<file path="src/rtl/bcd_timer_ctrl.sv">
// bcd_timer_ctrl: cascaded BCD up-counter with run/pause/done control, preset load and terminal limit
module bcd_timer_ctrl #(
  parameter int DIGITS      = 3,
  parameter bit AUTO_RELOAD = 1'b0
) (
  input  logic                clk,
  input  logic                reset,
  input  logic                tick,
  input  logic                start,
  input  logic                pause,
  input  logic                clear,
  input  logic                load,
  input  logic [4*DIGITS-1:0] load_val,
  input  logic [4*DIGITS-1:0] limit,
  output logic [4*DIGITS-1:0] q,
  output logic [1:0]          state,
  output logic                done,
  output logic                carry,
  output logic                load_err
);
  localparam int W = 4 * DIGITS;
  typedef enum logic [1:0] {IDLE = 2'b00, RUN = 2'b01, PAUSE = 2'b10, DONE = 2'b11} state_t;
  state_t st, st_n;
  logic [W-1:0] q_n, inc;
  logic all9, lim_ok, ld_ok, term, done_n, carry_n, lerr_n;
  // all9 ripples up the digits: a digit steps only when every lower digit is 9
  always_comb begin
    inc = q;
    all9 = 1'b1;
    lim_ok = 1'b1;
    ld_ok = 1'b1;
    for (int i = 0; i < DIGITS; i++) begin
      inc[4*i+:4] = all9 ? (q[4*i+:4] == 4'd9 ? 4'd0 : q[4*i+:4] + 4'd1) : q[4*i+:4];
      all9 = all9 && q[4*i+:4] == 4'd9;
      lim_ok = lim_ok && limit[4*i+:4] <= 4'd9;
      ld_ok = ld_ok && load_val[4*i+:4] <= 4'd9;
    end
  end
  assign term = tick && lim_ok && q == limit;
  always_comb begin
    st_n = st;
    q_n = q;
    done_n = 1'b0;
    carry_n = 1'b0;
    lerr_n = 1'b0;
    if (clear) begin
      st_n = IDLE;
      q_n = '0;
    end else if (load && (st == IDLE || st == PAUSE)) begin
      q_n = ld_ok ? load_val : q;
      lerr_n = !ld_ok;
    end else if (st == RUN) begin
      st_n = pause ? PAUSE : RUN;
      if (term && !AUTO_RELOAD) begin
        st_n = DONE;
        done_n = 1'b1;
      end else if (tick) begin
        q_n = term ? '0 : inc;
        carry_n = all9;
        done_n = term;
      end
    end else if (start) begin
      st_n = RUN;
      q_n = st == DONE ? '0 : q;
    end else done_n = st == DONE;
  end
  always_ff @(posedge clk) begin
    if (reset) begin
      st <= IDLE;
      q <= '0;
      done <= 1'b0;
      carry <= 1'b0;
      load_err <= 1'b0;
    end else begin
      st <= st_n;
      q <= q_n;
      done <= done_n;
      carry <= carry_n;
      load_err <= lerr_n;
    end
  end
  assign state = st;
endmodule

</file>
<file path="config.mk">
export PLATFORM = sky130hd
export DESIGN_NAME = bcd_timer_ctrl
export DESIGN_NICKNAME = d
export VERILOG_FILES = /design/src/rtl/bcd_timer_ctrl.sv
export SDC_FILE = /design/constraint.sdc
export NUM_CORES = 1
export LEC_CHECK = 0
export CAP_MARGIN = 20
export CORE_MARGIN = 2
export CORE_UTILIZATION = 34
export CTS_CLUSTER_DIAMETER = 120
export DETAILED_ROUTE_END_ITERATION = 6
export MAX_ROUTING_LAYER = met4
export SYNTH_ARGS = -nofsm -noshare
export SYNTH_HDL_FRONTEND = slang
export SYNTH_SLANG_ARGS = --single-unit
</file>
<file path="constraint.sdc">
create_clock -name clk -period 2.1 [get_ports clk]
set_input_delay 0.42 -clock clk [delete_from_list [all_inputs] [get_ports clk]]
set_output_delay 0.42 -clock clk [all_outputs]
set_load 0.01 [all_outputs]
</file>
; ---- After elaboration in Yosys (flattened, before gate mapping)
; Index checks and enable logic that the tools add are counted.
[totals]
in_bits = 31
ff_bits = 17
word_cells = 73
[classes]
n_mux = 19
bitwise = 3
reduce_logical = 23
add_sub_neg = 3
eq_ne = 12
magnitude_cmp = 6
[ops]
columns = operator, count
row1 = 12-bit 2-to-1 mux, 7
row2 = 4-bit <= comparator (second input constant), 6
row3 = 4-bit 2-to-1 mux, 5
row4 = 4-bit by 1-bit adder with 4-bit output (second input constant), 3
row5 = 12-bit equality test, 1
row6 = 4-bit equality test (second input constant), 3
row7 = 3-bit inequality test (second input constant), 4
row8 = 6-bit AND reduction, 2
row9 = 1-bit logical AND, 9
row10 = 2-bit 2-to-1 mux, 4
row11 = 3-bit nonzero test, 2
row12 = 3-bit OR reduction, 2
row13 = 6-bit OR reduction, 1
row14 = 5-bit AND reduction, 1
row15 = 2-bit equality test (second input constant), 2
row16 = 1-bit 2-to-1 mux, 3
row17 = 1-bit NOT, 3
row18 = 2-bit by 1-bit equality test with 1-bit output (second input constant), 1
row19 = 2-bit logical NOT, 1
row20 = 2-bit inequality test (second input constant), 1
row21 = 2-bit AND reduction, 1
row22 = 2-bit nonzero test, 1
row23 = 2-bit OR reduction, 1
row24 = 1-bit logical NOT, 1
row25 = 1-bit logical OR, 1

; ---- Longest topological paths before layout
; Gate-level depths: netlist (run 1).
[logic_depth]
ltp_word = 8
depth_mapped = 8

; ---- Worst setup path before layout (run 1)
; No wires, ideal clock.
[synth_path]
kind = input to register
from = input port limit[10]
to = register q[2]
n_path_buf = 2
setup_slack_ps = 141
setup_time_ps = 117
t_arrival_ps = 1842
stages = 7
path_cell_list = and4bb_1 -> o2111ai_1 -> or4_1 -> buf_2 -> and2_4 -> buf_6 -> a32o_1
[synth_via]
elab_chain_len = 6
word_cells_on_any_way = 7
classes_between = order compare: 1 / eq/ne: 2 / reduce/logical: 4
[synth_rtl]
columns = element, line
row1 = from (decl), 14  ; input logic [4*DIGITS-1:0] limit,
row2 = 4-bit <= comparator, 35  ; lim_ok = lim_ok && limit[4*i+:4] <= 4'd9;
row3 = 1-bit logical AND, 35
row4 = 1-bit logical AND, 39  ; assign term = tick && lim_ok && q == limit;
row5 = 1-bit logical AND (*), 39
row6 = 3-bit inequality test (no source line) (*), -
row7 = 5-bit AND reduction (no source line) (*), -
row8 = to (signal assigned), 76  ; q <= q_n;
row9 = to (decl), 15  ; output logic [4*DIGITS-1:0] q,
; Every way passes the cells marked *; elsewhere a longest branch is shown, timed or not.
; A chain may end at the register's enable or synchronous reset.

; ---- Worst setup path in the final report (run 1)
; Ends and elaborated chain as after synthesis.

==> results.py, run 1 <==
metrics = {
    "clock_tree": {
        "cts_sinks": 17,
        "path_clk_slew_ns": 0.08,
        "cts_tree": "yes",
        "h-tree-depth": 1,
        "clk_latency_ns": 0.26,
        "cts_buffers": 3,
        "clk_path_buf_depth": 2,
        "hold_buffers": 0,
        "root_buffer": "clkbuf_8",
    },
    "place": {
        "post-place-ws_ns": -0.3845,
        "dpl.hpwl_mm": 3.453,
        "io_buffer_count": 47,
        "globalplace.congestion": 0.9156,
        "dp_cells": 277,
    },
    "die": {
        "num_rows": 22,
        "core_area_um2": 3661,
        "pin_count": 48,
        "die_area_um2": 4346,
        "die_h_um": 65.93,
        "initial_core_util_pct": 35.61,
        "die_w_um": 65.93,
    },
    "synthesis": {
        "ys_seq_area_share_pct": 26.10,
        "synthArstFlopShare_pct": 0,
        "ys_top_cells_by_area": "dfxtp_1, xnor2_1, ha_1",
        "synth_nets": 201,
        "synth-main-ff-cell": "dfxtp_1",
        "synthCells": 164,
        "ys_types": 44,
        "yosys_warnings": 0,
        "yosys.area.top_type": "dfxtp_1",
        "synth_seq_cells": 17,
        "synth_top_area_share_pct": 26.10,
        "synth_edf_count": 0,
        "synth_area_per_cell_um2": 7.950,
        "syn_area_um2": 1304,
    },
    "global_routing": {
        "grt_max_degree": 16,
        "grt_pass1_wl_mm": 7.458,
        "overflow": 0,
        "grt_pass1_vias": 1596,
        "grt_usage_pct": 23.29,
        "antenna_found_initial": 0,
    },
    "worst_setup_path": {
        "slowest_delay_ns": 0.57,
        "path_class": "in2reg",
        "critPathMaxFanout": 7,
        "cp-start-kind": "primary input",
        "crit_slowest_cell": "or4_4",
        "critPathCaptureType": "flop",
        "critical_path_required_ns": 2.26,
        "path_cells": "dlygate4sd2_1 > xnor2_1 > nand4_1 > or4_4 > buf_6 > and2_4 > a32o_2",
        "reg2regPathDepth": 6,
        "critPathArrivalTime_ns": 2.23,
    },
    "finish": {
        "drive_gt1_share_pct": 23.65,
        "layoutNonFillerInstCount": 289,
        "syn_to_final_growth_pct": 64.68,
        "antennaDiodeCount": 0,
        "nets": 279,
    },
    "hold_path": {
        "hold_path_depth": 2,
        "min_path_type": "reg2reg",
    },
    "route": {
        "drt_iter0_drc": 97,
        "post_drt_wl_per_cell_um": 15.97,
        "antenna_left": 0,
        "wl_mm": 4.614,
        "via_per_inst": 5.522,
        "first_pass_iters": 4,
        "drc": 0,
        "vias": 1596,
    },
    "timing": {
        "rsz0062_at_grt": "no",
        "slew_viol_final": 0,
        "whs_ns": 0.5842,
        "setup_viol": 0,
        "skew_ns": 0.004157,
        "slew_headroom_pct": 76.26,
        "max_slew.worst_pin.slew_ns": 0.3523,
        "hold_violations": 0,
        "fmax_ghz": 0.4840,
        "layout_setup_ws_ns": 0.03372,
        "fin_crit_ns": 2.066,
        "fin_crit_sh_pct": 98.39,
    },
    "job": {
        "max_cap_viol_count": 0,
    },
    "power_and_ir_drop": {
        "leakagePower_uw": 0.0008927,
        "p_total_uw": 827.3,
        "powerDensity_nw_per_um2": 385.3,
        "ir_worst_vdd_mv": 0.3033,
    },
    "status": {
        "status": "complete, no violations",
    },
}
[final cells by class]
type,count,area (µm²)
Fill cell,345,1514
Sequential cell,17,340.3
Multi-Input combinational cell,130,944.7
Clock buffer,3,41.29
Tap cell,48,60.06
Inverter,8,30.03
Timing Repair Buffer,82,723.2
Clock inverter,1,7.507
[synthesized netlist by cell type, drive strengths merged, types with 2 or more instances]
cell	instances
o211a	2
a31oi	2
a32oi	2
and4bb	3
nand4	4
and3b	3
nor3	6
a32o	3
a22oi	3
mux2i	2
xnor2	9
buf	5
o2111ai	4
nor2b	2
nand2	19
nand3	8
or2b	2
nor2	13
inv	8
ha	6
clkbuf	4
a21oi	8
o21ai	6
a31o	4
dfxtp	17
o31ai	3
a211oi	4
[sequential cells by signal, summed over array words and instances (netlist names)]
signal and flops:
q 12, state 2, carry 1, done 1, load_err 1
[routing by layer]
layer  track usage [%]  vias to the layer above  wire (µm)
met5                 -                        -          0
met1             26.90                      748       1886
met3             4.429                       12        348
met2             39.90                       74       2264
met4             8.854                        0        115
li1                  -                      762          -
[what timing repair did]
item / CTS / global route
gates resized for setup: 19 / 4
setup endpoints to repair: 11 / 8
pin swaps: 9 / 2
buffers inserted: 7 / 0
gates cloned: 1 / 0
[cell families after synthesis]
| logic type | after synthesis | share of synthesized area, % |
|---|---|---|
| xor+xnor | 9 | 6.046 |
| simple gates | 66 | 27.35 |
| fa+ha+maj | 6 | 5.758 |
| mux | 3 | 2.399 |
| buf+inv | 17 | 6.046 |
| compound gates | 46 | 26.30 |
| flops | 17 | 26.10 |
[critical path, delay by kind of cell]
kind | cells | cell delay, ns
and+or+nand+nor | 3 | 0.91
buffers and inverters | 2 | 0.43
AOI/OAI and AO/OA | 1 | 0.23
xor gates and xnor gates | 1 | 0.23
[power by group]
group	total, µW	switching, µW	internal [µW]
Sequential	335	7.49	328
Clock	265	131	134
Combinational	227	100	126
[placed cells by master (no fill, tap or decap), types with 2 or more instances in the layout]
cell type        synthesis  final
ha_1                     6      6
o2111ai_1                4      3
mux2i_1                  2      2
clkdlybuf4s50_1          0     35
o31ai_1                  3      3
o21ai_0                  6      6
a32oi_1                  2      2
nand4_1                  4      4
o211a_1                  2      2
buf_4                    1     33
and3b_1                  3      3
dfxtp_1                 17     17
a31o_1                   2      2
xnor2_2                  0      5
a22oi_1                  3      3
a32o_1                   3      2
nand2_1                 19     19
nor2_1                  13     13
xnor2_1                  9      4
a21oi_1                  8      8
dlygate4sd2_1            0     11
a31oi_1                  2      2
a211oi_2                 2      2
and4bb_1                 3      3
a31o_2                   2      2
a211oi_1                 2      2
inv_1                    8      8
nor3_1                   6      6
or2b_1                   2      2
clkbuf_8                 0      3
nand3_1                  8      7
[through the flow]
step                setup TNS (ns)  area, µm²  util, %
finish                           0       2147    58.65
global route                     0       2147    58.65
CTS                              0       2132    58.24
detailed placement          -4.054       1988    54.31
global placement            -3.505       1988    54.31
floorplan                        0       1304        -
[final timing paths]
check                  from  endpoint  slack (ns)
setup / recovery  limit[10]      q[2]        0.03
hold / removal         q[5]      q[5]        0.58
setup reg to reg      q[10]      q[2]        0.06
hold reg to reg        q[5]      q[5]        0.58
No activity file was read; power rests on OpenSTA's default activity.
==> run 2, diff against run 1 <==
--- a/config.mk
+++ b/config.mk
@@ -11,6 +11,7 @@
 export CTS_CLUSTER_DIAMETER = 120
 export DETAILED_ROUTE_END_ITERATION = 6
 export MAX_ROUTING_LAYER = met4
+export PLACE_DENSITY = 0.62
 export SYNTH_ARGS = -nofsm -noshare
 export SYNTH_HDL_FRONTEND = slang
 export SYNTH_SLANG_ARGS = --single-unit
==> results.py, run 2 (synthesized netlist as in run 1, its figures left out) <==
metrics = {
    "hold_path": {
        "hold_path_depth": 2,
        "hold_path.startpoint": "q[5]",
        "min_path_type": "reg2reg",
        "holdPathEnd": "q[5]",
    },
    "clock_tree": {
        "clk_path_buf_depth": 2,
        "cts_sinks": 17,
        "cts_buffers": 3,
        "path_clk_slew_ns": 0.07,
        "h-tree-depth": 1,
        "root_buffer": "clkbuf_8",
        "clk_latency_ns": 0.26,
        "cts_tree": "yes",
    },
    "route": {
        "antenna_left": 0,
        "via_per_inst": 5.436,
        "vias": 1560,
        "first_pass_iters": 4,
        "drt_iter0_drc": 94,
        "wl_mm": 4.554,
        "drc": 0,
        "post_drt_wl_per_cell_um": 15.87,
    },
    "finish": {
        "nets": 277,
        "largest_register_ffs": 12,
        "mostFrequentLayoutCells": "clkdlybuf4s50_1, buf_4, nand2_1",
        "syn_to_final_growth_pct": 63.72,
        "drive_gt1_share_pct": 23.01,
        "final_common_cell": "clkdlybuf4s50_1",
        "largest_register": "q",
        "antennaDiodeCount": 0,
    },
    "timing": {
        "max_slew.worst_pin.slew_ns": 0.3353,
        "slew_headroom_pct": 77.41,
        "hold_violations": 0,
        "slew_viol_final": 0,
        "skew_ns": 0.002722,
        "fmax_ghz": 0.4963,
        "setup_viol": 0,
        "rsz0062_at_grt": "no",
        "layout_setup_ws_ns": 0.08507,
        "fin_crit_sh_pct": 95.95,
        "fin_crit_ns": 2.015,
    },
    "power_and_ir_drop": {
        "leakagePower_uw": 0.0008717,
        "internal-power_uw": 587.1,
        "ir_worst_vdd_mv": 0.2134,
        "switching_share_pct": 28.22,
        "power_frac_clock_pct": 31.4,
        "p_total_uw": 818.0,
        "p_sw_uw": 230.8,
        "powerDensity_nw_per_um2": 383.2,
        "p_seq_share_pct": 41.1,
        "pwr-share-comb_pct": 27.5,
    },
    "worst_setup_path": {
        "cp_num_buf_inv": 2,
        "slowest_delay_ns": 0.49,
        "crit_family": "simple AND/OR/NAND/NOR gates",
        "critPathCaptureType": "flop",
        "r2r-start": "q[1]",
        "rr_endpoint": "q[6]",
        "cp-start-kind": "primary input",
        "critPathArrivalTime_ns": 2.19,
        "path_cells": "clkdlybuf4s50_1 > and4bb_1 > o22ai_2 > or4_4 > buf_2 > a31o_1 > o31ai_1",
        "path_class": "in2reg",
        "reg2regPathDepth": 6,
        "crit_slowest_cell": "or4_4",
        "critPathMaxFanout": 7,
        "reg2reg_slack_ns": 0.16,
        "critical_path_required_ns": 2.27,
    },
    "place": {
        "globalplace.congestion": 0.8779,
        "io_buffer_count": 47,
        "dpl.hpwl_mm": 3.444,
        "post-place-ws_ns": -0.3542,
    },
    "die": {
        "num_rows": 22,
        "core_area_um2": 3661,
        "pin_count": 48,
        "die_area_um2": 4346,
        "die_w_um": 65.93,
        "initial_core_util_pct": 35.61,
        "die_h_um": 65.93,
    },
    "job": {
        "max_cap_viol_count": 0,
    },
    "global_routing": {
        "grt_pass1_wl_mm": 7.438,
        "grt_max_degree": 16,
        "grt_pass1_vias": 1593,
        "overflow": 0,
        "antenna_found_initial": 0,
        "grt_usage_pct": 22.83,
    },
    "status": {
        "status": "complete, no violations",
    },
}
run 2: cell types whose count changed in the layout (fill, tap and decap cells not counted), sizes merged:
cell,before,now
clkinvlp,1,0
clkinv,0,1
dlygate4sd2,11,10
dlymetal6s2s,1,0
clkdlybuf4s50,35,37
buf,35,33
run 2: power groups by stage:
stage                     Clock (µW)  Combinational, µW  Sequential (µW)
after detailed placement           0                216              343
after floorplan                    0               87.5              345
after CTS                        259                221              336
after global placement             0                212              342
after global routing             276                242              337
final                            257                225              336
run 2: how the worst max path moves through the flow:
stage	to	start	slack (ns)	cells past startpoint
2_1_floorplan	q[2]	limit[10]	0.14	7
3_3_place_gp	q[2]	limit[10]	-0.34	7
3_5_place_dp	q[2]	limit[6]	-0.35	7
4_1_cts	q[2]	limit[9]	0.06	8
5_1_grt	q[7]	limit[7]	0.03	7
6_report	q[6]	limit[7]	0.09	7
run 2: layout make-up:
type | instances | area, µm²
fillers | 351 | 1526
repair buffers | 80 | 706.9
flip-flops and latches | 17 | 340.3
clock buffers | 3 | 41.29
well taps | 48 | 60.06
inverters | 8 | 30.03
clock inverters | 1 | 5.005
multi-input cells | 130 | 950.9
run 2: worst min-delay path: stages, from the launching register on:
cell and delay (ns):
dfxtp_1 0.39, nand2_1 0.09, mux2i_1 0.06
run 2: layer usage:
| metal | up-vias | track usage, % | share of wire (%) |
|---|---|---|---|
| met5 | - | - | 0 |
| met4 | 0 | 9.635 | 1.8 |
| met3 | 8 | 3.066 | 6.8 |
| met2 | 64 | 38.51 | 50 |
| met1 | 728 | 27.23 | 42 |
| li1 | 760 | - | - |
run 2: per-stage QoR:
stage / util, % / cells / hold WS (ns) / TNS (ns) / instance area (µm²)
after floorplan: - / 164 / 0.5297 / 0 / 1304
after global placement: 54.51 / 278 / 0.5473 / -3.723 / 1996
after detailed placement: 54.51 / 278 / 0.5567 / -3.915 / 1996
after CTS: 58.10 / 288 / 0.5855 / 0 / 2127
after global routing: 58.30 / 287 / 0.6196 / 0 / 2135
final: 58.30 / 287 / 0.5811 / 0 / 2135
run 2: timing repair:
action                                  in CTS  in global routing
cloned                                       1                  0
pin swaps                                   11                  0
setup buffers                                5                  0
hold buffers                                 0                  0
endpoints found under the setup margin      11                  4
gates resized for setup                     19                  3
==> run 3, diff against run 2 <==
--- a/config.mk
+++ b/config.mk
@@ -9,9 +9,10 @@
 export CORE_MARGIN = 2
 export CORE_UTILIZATION = 34
 export CTS_CLUSTER_DIAMETER = 120
+export CTS_CLUSTER_SIZE = 10
 export DETAILED_ROUTE_END_ITERATION = 6
 export MAX_ROUTING_LAYER = met4
-export PLACE_DENSITY = 0.62
+export REMOVE_ABC_BUFFERS = 1
 export SYNTH_ARGS = -nofsm -noshare
 export SYNTH_HDL_FRONTEND = slang
 export SYNTH_SLANG_ARGS = --single-unit
==> results.py, run 3 (synthesized netlist as in run 1, its figures left out) <==
metrics = {
    "die": {
        "num_rows": 22,
        "core_area_um2": 3661,
        "pin_count": 48,
        "die_area_um2": 4346,
        "die_w_um": 65.93,
        "initial_core_util_pct": 35.61,
        "die_h_um": 65.93,
    },
    "global_routing": {
        "grt_max_degree": 16,
        "overflow": 0,
        "grt_pass1_wl_mm": 7.293,
        "antenna_found_initial": 0,
        "grt_pass1_vias": 1511,
        "grt_usage_pct": 22.81,
    },
    "worst_setup_path": {
        "cp_num_buf_inv": 1,
        "path_cells": "clkdlybuf4s50_1 > and4bb_1 > o22ai_1 > or4_4 > and2_4 > a32o_1",
        "critPathArrivalTime_ns": 2.15,
        "critical_path_required_ns": 2.26,
        "crit_slowest_cell": "or4_4",
        "cp-start-kind": "primary input",
        "reg2regPathDepth": 5,
        "path_depth": 6,
        "crit_family": "simple AND/OR/NAND/NOR gates",
        "r2r-start": "q[9]",
        "critPathMaxFanout": 8,
        "slowest_delay_ns": 0.50,
        "crit_start": "limit[7]",
        "critPathCaptureType": "flop",
        "path_class": "in2reg",
    },
    "place": {
        "dp_cells": 281,
        "dpl.hpwl_mm": 3.489,
        "place_area_um2": 2018,
        "post-place-ws_ns": -0.3749,
        "io_buffer_count": 47,
        "globalplace.congestion": 0.8972,
    },
    "power_and_ir_drop": {
        "leakagePower_uw": 0.0008788,
        "ir_worst_vdd_mv": 0.1893,
        "p_total_uw": 823.8,
        "powerDensity_nw_per_um2": 383.5,
    },
    "clock_tree": {
        "cts_sinks": 17,
        "path_clk_slew_ns": 0.07,
        "clk_path_buf_depth": 2,
        "root_buffer": "clkbuf_8",
        "cts_buffers": 3,
        "h-tree-depth": 1,
        "cts_tree": "yes",
        "clk_latency_ns": 0.26,
    },
    "finish": {
        "mostFrequentLayoutCells": "clkdlybuf4s50_1, buf_4, nand2_1",
        "final_common_cell": "clkdlybuf4s50_1",
        "nets": 278,
        "antennaDiodeCount": 0,
        "syn_to_final_growth_pct": 64.78,
        "final_area_um2": 2148,
        "largest_register_ffs": 12,
        "drive_gt1_share_pct": 21.25,
        "largest_register": "q",
        "layoutNonFillerInstCount": 288,
    },
    "timing": {
        "fin_crit_ns": 1.993,
        "slew_headroom_pct": 74.97,
        "fin_crit_sh_pct": 94.90,
        "slew_viol_final": 0,
        "fmax_ghz": 0.5018,
        "skew_ns": 0.003361,
        "layout_setup_ws_ns": 0.1070,
        "setup_viol": 0,
        "rsz0062_at_grt": "no",
        "hold_violations": 0,
        "max_slew.worst_pin.slew_ns": 0.3749,
    },
    "route": {
        "drc": 0,
        "post_drt_wl_per_cell_um": 15.87,
        "vias": 1574,
        "first_pass_iters": 4,
        "wl_mm": 4.570,
        "antenna_left": 0,
        "drt_iter0_drc": 92,
        "via_per_inst": 5.465,
    },
    "hold_path": {
        "hold_path.startpoint": "q[5]",
        "hold_path_depth": 2,
        "min_path_type": "reg2reg",
    },
    "job": {
        "max_cap_viol_count": 0,
    },
    "status": {
        "status": "complete, no violations",
    },
}
[run 3: tightest hold or removal path, stage by stage (launching register included)]
cell and delay (ns):
dfxtp_1 0.40, nand2_1 0.09, mux2i_1 0.06
[run 3: metal layers]
| layer | vias to the layer above | track usage, % | share of wire [%] |
|---|---|---|---|
| met2 | 51 | 37.12 | 48 |
| li1 | 764 | - | - |
| met3 | 8 | 1.704 | 5.2 |
| met1 | 751 | 29.61 | 45 |
| met4 | 0 | 8.594 | 1.9 |
| met5 | - | - | 0 |
[run 3: final timing paths]
check / endpoint / slack, ns
setup reg to reg: q[3] / 0.14
hold / removal: q[5] / 0.60
hold reg to reg: q[5] / 0.60
setup / recovery: q[3] / 0.11
[run 3: cell type report]
type / count / area (µm²)
inverters: 8 / 30.03
flip-flops and latches: 17 / 340.3
well taps: 48 / 60.06
repair buffers: 81 / 724.4
fillers: 355 / 1513
multi-input cells: 130 / 948.4
clock buffers: 4 / 45.04
[run 3: timing repair]
item | CTS | global route
pin swaps | 12 | 0
setup buffers | 4 | 0
setup endpoints to repair | 13 | 12
resized for setup | 19 | 2
hold buffers | 0 | 0
[run 3: power breakdown]
part	leakage [µW]	total (µW)	internal (µW)	switching (µW)
logic	0.000719	227	129	97.9
registers	0.000137	336	328	7.73
clock network	0.0000228	261	135	125
[run 3: stage by stage]
| step | utilization [%] | setup TNS [ns] | hold WS, ns |
|---|---|---|---|
| CTS | 58.61 | 0 | 0.5972 |
| floorplan | - | 0 | 0.5297 |
| finish | 58.68 | 0 | 0.5984 |
| detailed placement | 55.13 | -4.575 | 0.5692 |
| global placement | 55.13 | -4.045 | 0.5534 |
| global route | 58.68 | 0 | 0.6346 |
